`src/rtl/ram_rw_host.sv`:
```
// ram_rw_host: host-side initiator for the UART RAM read/write loader.
// Serialises one request onto uart_tx and collects its response from uart_rx.
module ram_rw_host #(
  parameter int XLEN    = 32,
  parameter int TIMEOUT = 1000000
) (
  input  logic            clk_i,
  input  logic            rst_i,
  input  logic [2:0]      op_i,
  input  logic [XLEN-1:0] addr_i,
  input  logic [XLEN-1:0] len_i,
  input  logic            req_vld_i,
  output logic            req_rdy_o,
  input  logic [7:0]      wr_data_i,
  input  logic            wr_data_vld_i,
  output logic            wr_data_rdy_o,
  output logic [7:0]      rd_data_o,
  output logic            rd_data_vld_o,
  input  logic            rd_data_rdy_i,
  output logic [7:0]      uart_tx_data_o,
  output logic            uart_tx_data_vld_o,
  input  logic            uart_tx_data_rdy_i,
  input  logic [7:0]      uart_rx_data_i,
  input  logic            uart_rx_data_vld_i,
  output logic            uart_rx_data_rdy_o,
  output logic            done_o,
  output logic            err_o
);
  localparam int CFG_BYTES = 2 * XLEN / 8;
  localparam int TW = $clog2(TIMEOUT + 1);

  typedef enum logic [2:0] {
    IDLE,
    SEND_CMD,
    SEND_CFG,
    SEND_DATA,
    RECV,
    DONE,
    ERR
  } state_t;

  state_t state, state_n;

  logic [2:0]        op_q;
  logic [XLEN-1:0]   len_q;
  logic [XLEN-1:0]   cnt;
  logic [2*XLEN-1:0] sh;
  logic [7:0]        skid_q;
  logic              skid_vld;
  logic [7:0]        buf_q;
  logic              buf_vld;
  logic [TW-1:0]     tmo;
  logic [7:0]        cmd;

  logic req_acc, cmd_acc, cfg_acc;
  logic wr_acc, out_acc;
  logic rx_acc, rx_take, rd_acc;
  logic tmo_hit, cnt_zero;

  assign req_rdy_o = state == IDLE;
  assign req_acc   = req_rdy_o & req_vld_i;
  assign cnt_zero  = cnt == '0;
  assign cmd_acc   = (state == SEND_CMD) & uart_tx_data_rdy_i;
  assign cfg_acc   = (state == SEND_CFG) & uart_tx_data_rdy_i;
  assign out_acc   = (state == SEND_DATA) & skid_vld
                   & uart_tx_data_rdy_i;

  // Payload skid: refill while the held byte is leaving.
  assign wr_data_rdy_o = (state == SEND_DATA) & ~cnt_zero
                       & (~skid_vld | uart_tx_data_rdy_i);
  assign wr_acc = wr_data_vld_i & wr_data_rdy_o;

  assign uart_rx_data_rdy_o = ~((state == RECV) & buf_vld);
  assign rx_acc  = uart_rx_data_vld_i & uart_rx_data_rdy_o;
  assign rx_take = rx_acc & (state == RECV);
  assign rd_data_o     = buf_q;
  assign rd_data_vld_o = buf_vld;
  assign rd_acc  = buf_vld & rd_data_rdy_i;

  assign tmo_hit = (state == RECV) & ~buf_vld & ~rx_acc
                 & (tmo == TW'(TIMEOUT - 1));

  assign done_o = (state == DONE) | (state == ERR);
  assign err_o  = state == ERR;

  always_comb begin
    cmd = 8'h00;
    unique case (op_q)
      3'd0:    cmd = 8'h2a;
      3'd1:    cmd = 8'h2b;
      3'd2:    cmd = 8'h2c;
      3'd3:    cmd = 8'h2d;
      3'd4:    cmd = 8'h2e;
      3'd5:    cmd = 8'h2f;
      default: cmd = 8'h00;
    endcase
  end

  always_ff @(posedge clk_i or posedge rst_i) begin
    if (rst_i) state <= IDLE;
    else       state <= state_n;
  end

  always_comb begin
    state_n            = state;
    uart_tx_data_o     = 8'h00;
    uart_tx_data_vld_o = 1'b0;
    unique case (state)
      IDLE: begin
        if (req_vld_i)
          state_n = (op_i > 3'd5) ? ERR : SEND_CMD;
      end
      SEND_CMD: begin
        uart_tx_data_o     = cmd;
        uart_tx_data_vld_o = 1'b1;
        if (uart_tx_data_rdy_i) begin
          unique case (op_q)
            3'd2:       state_n = SEND_CFG;
            3'd4:       state_n = SEND_DATA;
            3'd3, 3'd5: state_n = RECV;
            default:    state_n = DONE;
          endcase
        end
      end
      SEND_CFG: begin
        uart_tx_data_o     = sh[2*XLEN-1 -: 8];
        uart_tx_data_vld_o = 1'b1;
        if (uart_tx_data_rdy_i && cnt_zero)
          state_n = DONE;
      end
      SEND_DATA: begin
        uart_tx_data_o     = skid_q;
        uart_tx_data_vld_o = skid_vld;
        if (cnt_zero && (!skid_vld || uart_tx_data_rdy_i))
          state_n = DONE;
      end
      RECV: begin
        if (tmo_hit)
          state_n = ERR;
        else if (rd_acc && cnt_zero)
          state_n = DONE;
      end
      DONE:    state_n = IDLE;
      ERR:     state_n = IDLE;
      default: state_n = IDLE;
    endcase
  end

  always_ff @(posedge clk_i or posedge rst_i) begin
    if (rst_i) begin
      op_q     <= '0;
      len_q    <= '0;
      sh       <= '0;
      cnt      <= '0;
      skid_q   <= '0;
      skid_vld <= 1'b0;
      buf_q    <= '0;
      buf_vld  <= 1'b0;
      tmo      <= '0;
    end else begin
      if (req_acc) begin
        op_q  <= op_i;
        len_q <= len_i;
        sh    <= {addr_i, len_i};
      end else if (cfg_acc) begin
        sh <= sh << 8;
      end
      // cnt holds bytes left minus one for config, bytes left otherwise
      if (cmd_acc) begin
        unique case (op_q)
          3'd2:    cnt <= XLEN'(CFG_BYTES - 1);
          3'd3:    cnt <= XLEN'(CFG_BYTES);
          default: cnt <= len_q + XLEN'(1);
        endcase
      end else if (cfg_acc || wr_acc || rx_take) begin
        cnt <= cnt - XLEN'(1);
      end
      if (wr_acc) begin
        skid_q   <= wr_data_i;
        skid_vld <= 1'b1;
      end else if (out_acc) begin
        skid_vld <= 1'b0;
      end
      if (rx_take) begin
        buf_q   <= uart_rx_data_i;
        buf_vld <= 1'b1;
      end else if (rd_acc || state_n != RECV) begin
        buf_vld <= 1'b0;
      end
      if (state != RECV || rx_acc)
        tmo <= '0;
      else if (!buf_vld)
        tmo <= tmo + TW'(1);
    end
  end

endmodule
```
`config.mk`:
```
export PLATFORM = sky130hd
export DESIGN_NAME = ram_rw_host
export DESIGN_NICKNAME = d
export VERILOG_FILES = /design/src/rtl/ram_rw_host.sv
export SDC_FILE = /design/constraint.sdc
export NUM_CORES = 1
export LEC_CHECK = 0
export CORE_MARGIN = 2
export CORE_UTILIZATION = 40
export DETAILED_ROUTE_END_ITERATION = 8
export PLACE_DENSITY = 0.6
export RECOVER_POWER = 100
export SYNTH_ARGS = -nofsm -noshare
export SYNTH_HDL_FRONTEND = slang
export SYNTH_SLANG_ARGS = --single-unit
```
`constraint.sdc`:
```
create_clock -name clk_i -period 8.9 [get_ports clk_i]
set_input_delay 0.89 -clock clk_i [delete_from_list [all_inputs] [get_ports clk_i]]
set_output_delay 0.89 -clock clk_i [all_outputs]
set_load 0.01 [all_outputs]
```
[Word-level counts from Yosys, hierarchy flattened]
Index checks and enable logic that the tools add are counted.
Operators by class
  $add $sub $neg: 3
  multipliers: 0
  divide/modulo/power cells: 0
  order comparisons: 1
  equal/unequal tests: 15
  shift operators: 0
  multiplexer cells: 23
  bitwise operators: 22
  reductions and logical operators: 18
Operators by type and width (count)
  two-way mux 64 bit: 2
  two-way mux 32 bit: 2
  one-hot mux 32 bit (2 select lines): 1
  two-way mux 20 bit: 2
  one-hot mux 6 bit (6 select lines): 1
  adder 32 x 1 -> 32 bit (second input constant): 1
  logical NOT 32 bit: 1
  subtractor 32 x 1 -> 32 bit (second input constant): 1
  one-hot mux 8 bit (3 select lines): 1
  two-way mux 3 bit: 7
  adder 20 x 1 -> 20 bit (second input constant): 1
  == test 20 bit (second input constant): 1
  bitwise AND 1 bit: 15
  == test 3 bit (second input constant): 5
  one-hot mux 3 bit (5 select lines): 1
  == test 3 x 2 -> 1 bit (second input constant): 4
  one-hot mux 3 bit (3 select lines): 1
  nonzero test 2 bit: 4
  == test 3 x 1 -> 1 bit (second input constant): 2
  logical NOT 3 bit: 2
  != test 3 bit (second input constant): 2
  logical OR 1 bit: 5
  NOT 1 bit: 5
  two-way mux 1 bit: 4
  other kinds (7): 11
Word-level totals
  bits in registers: 172
  bits in latches: 0
  RAM bits: 0
  memory bits (read-only): 0
  bits of input ports: 90
  output and inout bits: 23
  logic and storage cells: 92
  memories: 0

[Depth between registers and ports, before layout]
  word-level depth: 13
  depth in mapped cells: 10
  mapped depth without buffers: 8

[Worst setup path after synthesis]
OpenSTA, ideal clock, no wires.
  path type: register to output
  from: register cnt[23]
  to: output wr_data_rdy_o
  data arrival time: 1.685 ns
  data required time: 8.010 ns
  slack: 6.325 ns
  stages on the path, launching flop included: 5
  buffers on the path: 0
  cells stage by stage: dfrtp_1 or4_4 nor4_4 and3_4 nor4_1
Between the ends
  longest elaborated chain between the ends: 4
RTL lines
  from (decl): RTL line 46  | logic [XLEN-1:0] cnt;
  from (signal assigned): RTL line 171  | 3'd2: cnt <= XLEN'(CFG_BYTES - 1);
  from (signal assigned): RTL line 172  | 3'd3: cnt <= XLEN'(CFG_BYTES);
  from (signal assigned): RTL line 173  | default: cnt <= len_q + XLEN'(1);
  logical NOT 32 bit: RTL line 62  | assign cnt_zero = cnt == '0;
  NOT 1 bit: RTL line 69  | assign wr_data_rdy_o = (state == SEND_DATA) & ~cnt_zero
  bitwise AND 1 bit: RTL line 69
  bitwise AND 1 bit: RTL line 70  | & (~skid_vld | uart_tx_data_rdy_i);
  to (decl): RTL line 16  | output logic wr_data_rdy_o,
Every way passes these cells.

==> summary.md <==
| Metric | Value |
|---|---|
| Post-synthesis simple-gate area fraction | `20.7%` |
| Via count | `7122` |
| Multiplexer area fraction after synthesis | `9.31%` |
| Die width | `152 µm` |
| Port buffer count | `112` |
| Clk network pwr share | `24.6%` |
| Worst Setup Start Kind | `primary input` |
| Worst reg2reg path startpoint | `state[0]` |
| Die Span Y | `152 µm` |
| Cell area after layout | `10800 µm²` |
| Pre-antenna DRT Iters | `5` |
| Iter 0 DRT Violations | `478` |
| Sequential share of power | `41.8%` |
| Number of synthesized flops with an enable pin | `0` |
| Pwr Density | `313 nW/µm²` |
| Pint | `2070 µW` |
| NetSw | `1310 µW` |
| Post-CTS Setup Bufs | `0` |
| Post-Synth Adder-Cell Area | `0.426%` |
| Synth Register Bits | `172` |
| M1 WL | `10.8 mm` |
| FF-to-FF setup slack | `4.54 ns` |
| Total track usage | `19.6%` |
| Initial antenna violation count | `0` |
| Max Used Layer | `met4` |
| Final Hold Vio Count | `0` |
| Max Cap Violations | `3` |
| Final setup TNS | `0 ns` |
| Post-synth top flop | `dfrtp_1` |
| DRC | `0` |
| Sw Ratio | `38.7%` |
| Sequential share of the synthesized area | `48.8%` |
| Worst VDD drop | `0.000158 V` |
| CP startpoint | `rst_i` |
| Synth Net Count | `1046` |
| Synth top area cells | `dfrtp_1 49%, nand2_1 8.0%, mux2i_1 7.3%` |
| Min-Delay Path Class | `flip-flop to flip-flop` |
| Final setup fails | `0` |
| DR vias/cell | `5.34` |
| Worst EP required | `9.09 ns` |
| Nets@finish | `1133` |
| Unrepaired setup endpoints after global routing | `no` |
| Fin. max-slew vios | `223` |
| Routed wire length | `22.3 mm` |
| Bufs on Longest Clock Path | `2` |
| Compound-gate portion of the synthesized area | `13.1%` |
| Ys async rst share | `100%` |
| Mean Syn Cell Area | `9.25 µm²` |
| WL met2 | `10.3 mm` |
| # resized after CTS | `0` |
| Failing checks | `capacitance limit, slew limit` |
| Final HPWL DP | `15.6 mm` |
| Critical path fanouts, max | `99` |
| Metal3 WL | `866 µm` |
| Yosys top cell area share | `48.8%` |
| ANT cells | `0` |
| Final Util | `49.6%` |
| Vias in the first global route | `6940` |
| Critical path endpoint category | `asynchronous set/reset pin` |
| Die ar. | `23300 µm²` |
| Slew at the pin with the worst max-slew slack | `4.43 ns` |
| Gr ovfl total | `0` |
| Path depth of the worst reg2reg path | `6` |
| Core Area | `21800 µm²` |
| Area after DPL | `10200 µm²` |
| Hold path startpoint | `sh[0]` |
| Final worst path period need | `5.46 ns` |
| Largest family of logic cells by synthesized area | `simple AND/OR/NAND/NOR gates` |
| Fmax | `0.183 GHz` |
| Wire per inst | `16.7 µm` |
| Cts hold-fix bufs | `0` |
| Yosys warnings | `0` |
| Share of cells above drive strength 1 | `6.27%` |
| Crit path kind | `primary input to asynchronous set/reset pin` |
| Clk slew on worst S/H paths | `0.08 ns` |
| Slew margin rel. | `-197%` |
| Synth Cell Area | `8820 µm²` |
| LEAKAGE | `0.00436 µW` |
| CTS Sinks | `172` |
| Area Overhead vs Synth | `22.3%` |
| TritonCTS Buffers | `17` |
| Cell Rows | `54` |
| Clk_lat worst skew | `0.43 ns` |
| # fillers | `2074` |
| Status | `finished, violations left` |
| Largest net degree at the start of global routing | `100` |
| Initial Utilization | `40.5%` |
| Post-synthesis xor/xnor area fraction | `4.37%` |
| Largest area contributor in the netlist | `dfrtp_1` |
| Routability cong. | `0.842` |
| CTS tree | `yes` |
| Global-route wire length before repair | `37.0 mm` |
| Setup Skew | `0.0158 ns` |
| IO Pins | `113` |
| ANT nets after route | `0` |
| Root Buffer | `clkbuf_16` |
| H-tree depth | `4` |
| Yosys cell types | `63` |
| WP data arrival | `5.65 ns` |
| Fin crit share | `61.3%` |
| Synth Instances | `953` |
| Worst flop-to-flop path endpoint | `cnt[16]` |
| Crit path capture | `len_q[28]` |
| Gate power share | `33.6%` |
==> cell usage after synthesis, drive strengths merged (7+ instances only) <==
master,count
o21ai,113
nand3,28
mux2,16
nand2b,8
nor2,64
nand2,189
a22o,8
mux2i,64
nor3,27
clkbuf,36
dfrtp,172
a21oi,30
nor4,12
buf,16
xor2,26
a31oi,8
and4,7
nand4,17
or3,7
inv,17
xnor2,18
==> final cells by class <==
| class | count | area (µm²) | share of cell area [%] |
|---|---|---|---|
| Multi-Input combinational cell | 712 | 4230 | 39.2 |
| Sequential cell | 172 | 4300 | 39.9 |
| Inverter | 17 | 65.1 | 0.603 |
| Tap cell | 280 | 350 | 3.25 |
| Clock buffer | 17 | 425 | 3.94 |
| Timing Repair Buffer | 120 | 1170 | 10.9 |
| Clock inverter | 15 | 248 | 2.30 |
==> cell families (layout without fill, tap and decap cells) <==
| family | Yosys count | count (layout) |
|---|---|---|
| and+or+nand+nor | 390 | 390 |
| AOI/OAI and AO/OA | 195 | 195 |
| DFF | 172 | 172 |
| muxes | 80 | 80 |
| buffers and inverters | 69 | 169 |
| xor gates and xnor gates | 44 | 44 |
| adders and majority gates | 3 | 3 |
==> critical path, stage by stage <==
cell,delay (ns)
dlygate4sd3_1,0.54
clkinvlp_2,2.48
clkbuf_2,1.64
==> sequential cells by signal, indices dropped and copies added (netlist names) <==
name	count
state	3
sh	64
len_q	32
tmo	20
skid_vld	1
op_q	3
cnt	32
skid_q	8
rd_data_vld_o	1
rd_data_o	8
==> metrics by stage <==
| stage | setup WS [ns] | total power, µW | cells | hold slack, ns |
|---|---|---|---|---|
| floorplan | 3.35 | 2170 | 953 | 0.446 |
| global placement | 5.04 | 2570 | 1301 | 0.463 |
| detailed placement | 4.99 | 2590 | 1301 | 0.463 |
| CTS | 4.96 | 3430 | 1333 | 0.483 |
| global route | 2.39 | 3620 | 1333 | 0.509 |
| finish | 3.44 | 3380 | 1333 | 0.484 |
==> worst min path at each step <==
stage,end,cells after the start
6_report,sh[0],2
5_1_grt,sh[3],2
4_1_cts,sh[0],2
3_5_place_dp,sh[0],2
3_3_place_gp,sh[0],2
2_1_floorplan,sh[0],2
==> metal layers <==
layer	global-route usage [%]	vias up
met4	5.03	0
li1	-	3527
met2	30.2	162
met5	0	-
met3	3.64	22
met1	28.6	3411
==> cells in the final DEF, fill, tap and decap left out, types with 11 or more instances in the layout <==
cell and instances:
nand4_1 17, nor4_1 11, clkdlybuf4s50_1 88, mux2i_1 64
mux2_2 16, dfrtp_1 172, nand2_1 189, dlygate4sd3_1 24
xnor2_1 18, a21oi_1 30, nand3_1 28, clkbuf_16 17
xor2_1 26, inv_1 16, o21ai_0 113, nor3_1 27
nor2_1 63
==> power by group through the flow <==
stage	sequential, µW	combinational, µW	clock, µW
after CTS	1410	1170	845
after floorplan	1310	860	0
after detailed placement	1430	1160	0
final	1410	1140	830
after global placement	1420	1150	0
after global routing	1460	1280	882
No activity file was read; power rests on OpenSTA's default activity.
==> patch (same flow settings) <==
The 7 states of `state_t` get a one-hot encoding in 7 bits.
--- a/src/rtl/ram_rw_host.sv
+++ b/src/rtl/ram_rw_host.sv
@@ -31,10 +31,10 @@
 
-  typedef enum logic [2:0] {
-    IDLE,
-    SEND_CMD,
-    SEND_CFG,
-    SEND_DATA,
-    RECV,
-    DONE,
-    ERR
+  typedef enum logic [6:0] {
+    IDLE      = 7'b0000001,
+    SEND_CMD  = 7'b0000010,
+    SEND_CFG  = 7'b0000100,
+    SEND_DATA = 7'b0001000,
+    RECV      = 7'b0010000,
+    DONE      = 7'b0100000,
+    ERR       = 7'b1000000
   } state_t;
Behaviour: same outputs for any inputs over 4 cycles, from zero or initial values and one cycle with rst_i high; so few cycles prove little.
==> patch against the original RTL <==
- the run still ends with max-capacitance violations, max-slew violations left
- power fell by 13%
- die area rose by 2.3%
- critical path depth rose by 5
- first-iteration DRC count rose by 9.2%
- routed wire length rose by 3.5%
- setup slack improved by 0.44 ns
- synthesized cell count rose by 2.7%
- sequential cell count rose by 4
- final area rose by 0.94%
- synthesized area rose by 2.3%
- global-route usage rose by 0.33 points
==> patch: results <==
[run_status]
status = finished, violations left
violations = max-capacitance violations, max-slew violations

[yosys]
synth.distinct_cells = 69
synthXorXnorAreaFrac_pct = 4.37
synth_common_cells = nand2_1, dfrtp_1, o21ai_0
synthTopCellsByArea = dfrtp_1, nand2_1, mux2i_1
yosysSeqAreaShare_pct = 48.8
synth_nets = 1072
synthMuxAreaShare_pct = 7.43
syn_inst = 979
synth_fa_ha_area_share_pct = 0.416
synth_compound_area_share_pct = 12.9

[detailed_routing]
drt-vias-per-instance = 5.39
drtIter0Drc = 522
wl_per_cell_um = 16.9

[sta]
drv_slew = 164
worstMarginPinSlew_ns = 2.05
setup_tns_ns = 0
final.setup_skew_ns = 0.0159
hold-worst-slack_ns = 0.470

[placed_design]
place_ws_ns = 4.88
place_hpwl_um = 16500
gp_congestion = 0.849
port-buffer-count = 112
dpl.cell_count = 1335

[worst_hold_path]
holdPathEnd = rd_data_o[5]$_DFFE_PP0P_
worstHoldStart = rd_data_o[5]$_DFFE_PP0P_

[global_route]
grt_max_degree = 113
first_global_vias = 7145
grt_pass1_wl_um = 37700
gr-usage-all-layers_pct = 19.9

[worst_setup_path]
critPathMaxStageDelay_ns = 1.37
reg2reg_slack_ns = 4.50
crit_fanout = 33
reg2reg_to = cnt[23]$_DFFE_PP0P_
rr_startpoint = state[0]$_DFF_PP1_
cp_slowest_cell = or3_1
critPathTopFamily = simple AND/OR/NAND/NOR gates
critical_path_arrival_ns = 5.36

[clocking]
clkLatencyLatePin_ns = 0.44

[run]
drv_cap = 5

[power]
vdd_drop_max_mv = 0.124
p_leak_uw = 0.00483

[cells_and_area]
fill_cells = 2100
final_nets = 1167
drive_above_1_share_pct = 5.25
layout.cells.non_filler = 1366
## patch: worst min-delay path: cells and delay by family, from the launching register on
family	cells	cell delay, ns
and+or+nand+nor	2	0.11
DFF	1	0.34
## patch: worst max-delay path by stage
stage / start / endpoint / slack (ns) / cells past startpoint
3_3_place_gp: uart_tx_data_rdy_i / cnt[26]$_DFFE_PP0P_ / 4.92 / 8
5_1_grt: uart_tx_data_rdy_i / cnt[18]$_DFFE_PP0P_ / 3.44 / 8
6_report: uart_tx_data_rdy_i / cnt[23]$_DFFE_PP0P_ / 3.88 / 8
3_5_place_dp: uart_tx_data_rdy_i / cnt[23]$_DFFE_PP0P_ / 4.88 / 8
4_1_cts: state[3]$_DFF_PP0_ / uart_tx_data_o[1] / 5.13 / 5
2_1_floorplan: rst_i / cnt[0]$_DFFE_PP0P_ / 3.24 / 1
## patch: stage by stage
step	instance area (um2)	util [%]
floorplan	9020	-
global placement	10400	47.2
detailed placement	10400	47.2
CTS	11000	49.9
global route	10900	49.6
finish	10900	49.6
## patch: cells by family after synthesis
| group | count (synthesis) |
|---|---|
| adder cells (fa/ha/maj) | 3 |
| buffers and inverters | 60 |
| multiplexers | 66 |
| XOR/XNOR | 45 |
| AND/OR/NAND/NOR | 437 |
| AO/OA/AOI/OAI | 192 |
| flip-flops | 176 |
## patch: per-layer routing
metal  track usage [%]  wire, um  vias to the layer above  part of all wire [%]
li1                  -         -                     3647                     -
met1              28.0     11100                     3524                    48
met2              32.2     10800                      183                    47
met3              3.89      1020                       15                   4.4
met4              4.14       223                        0                  0.96
met5                 0         0                        -                     0
## patch: cell type report
class / instances / area share, %
repair buffers: 122 / 10.8
inverters: 14 / 0.494
clock inverters: 14 / 1.55
flip-flops and latches: 176 / 40.4
well taps: 280 / 3.22
clock buffers: 17 / 3.91
multi-input cells: 743 / 39.5
## patch: power by group
group          switching [uW]  internal (uW)
Clock                     371            379
Combinational             487            351
Sequential                274           1090
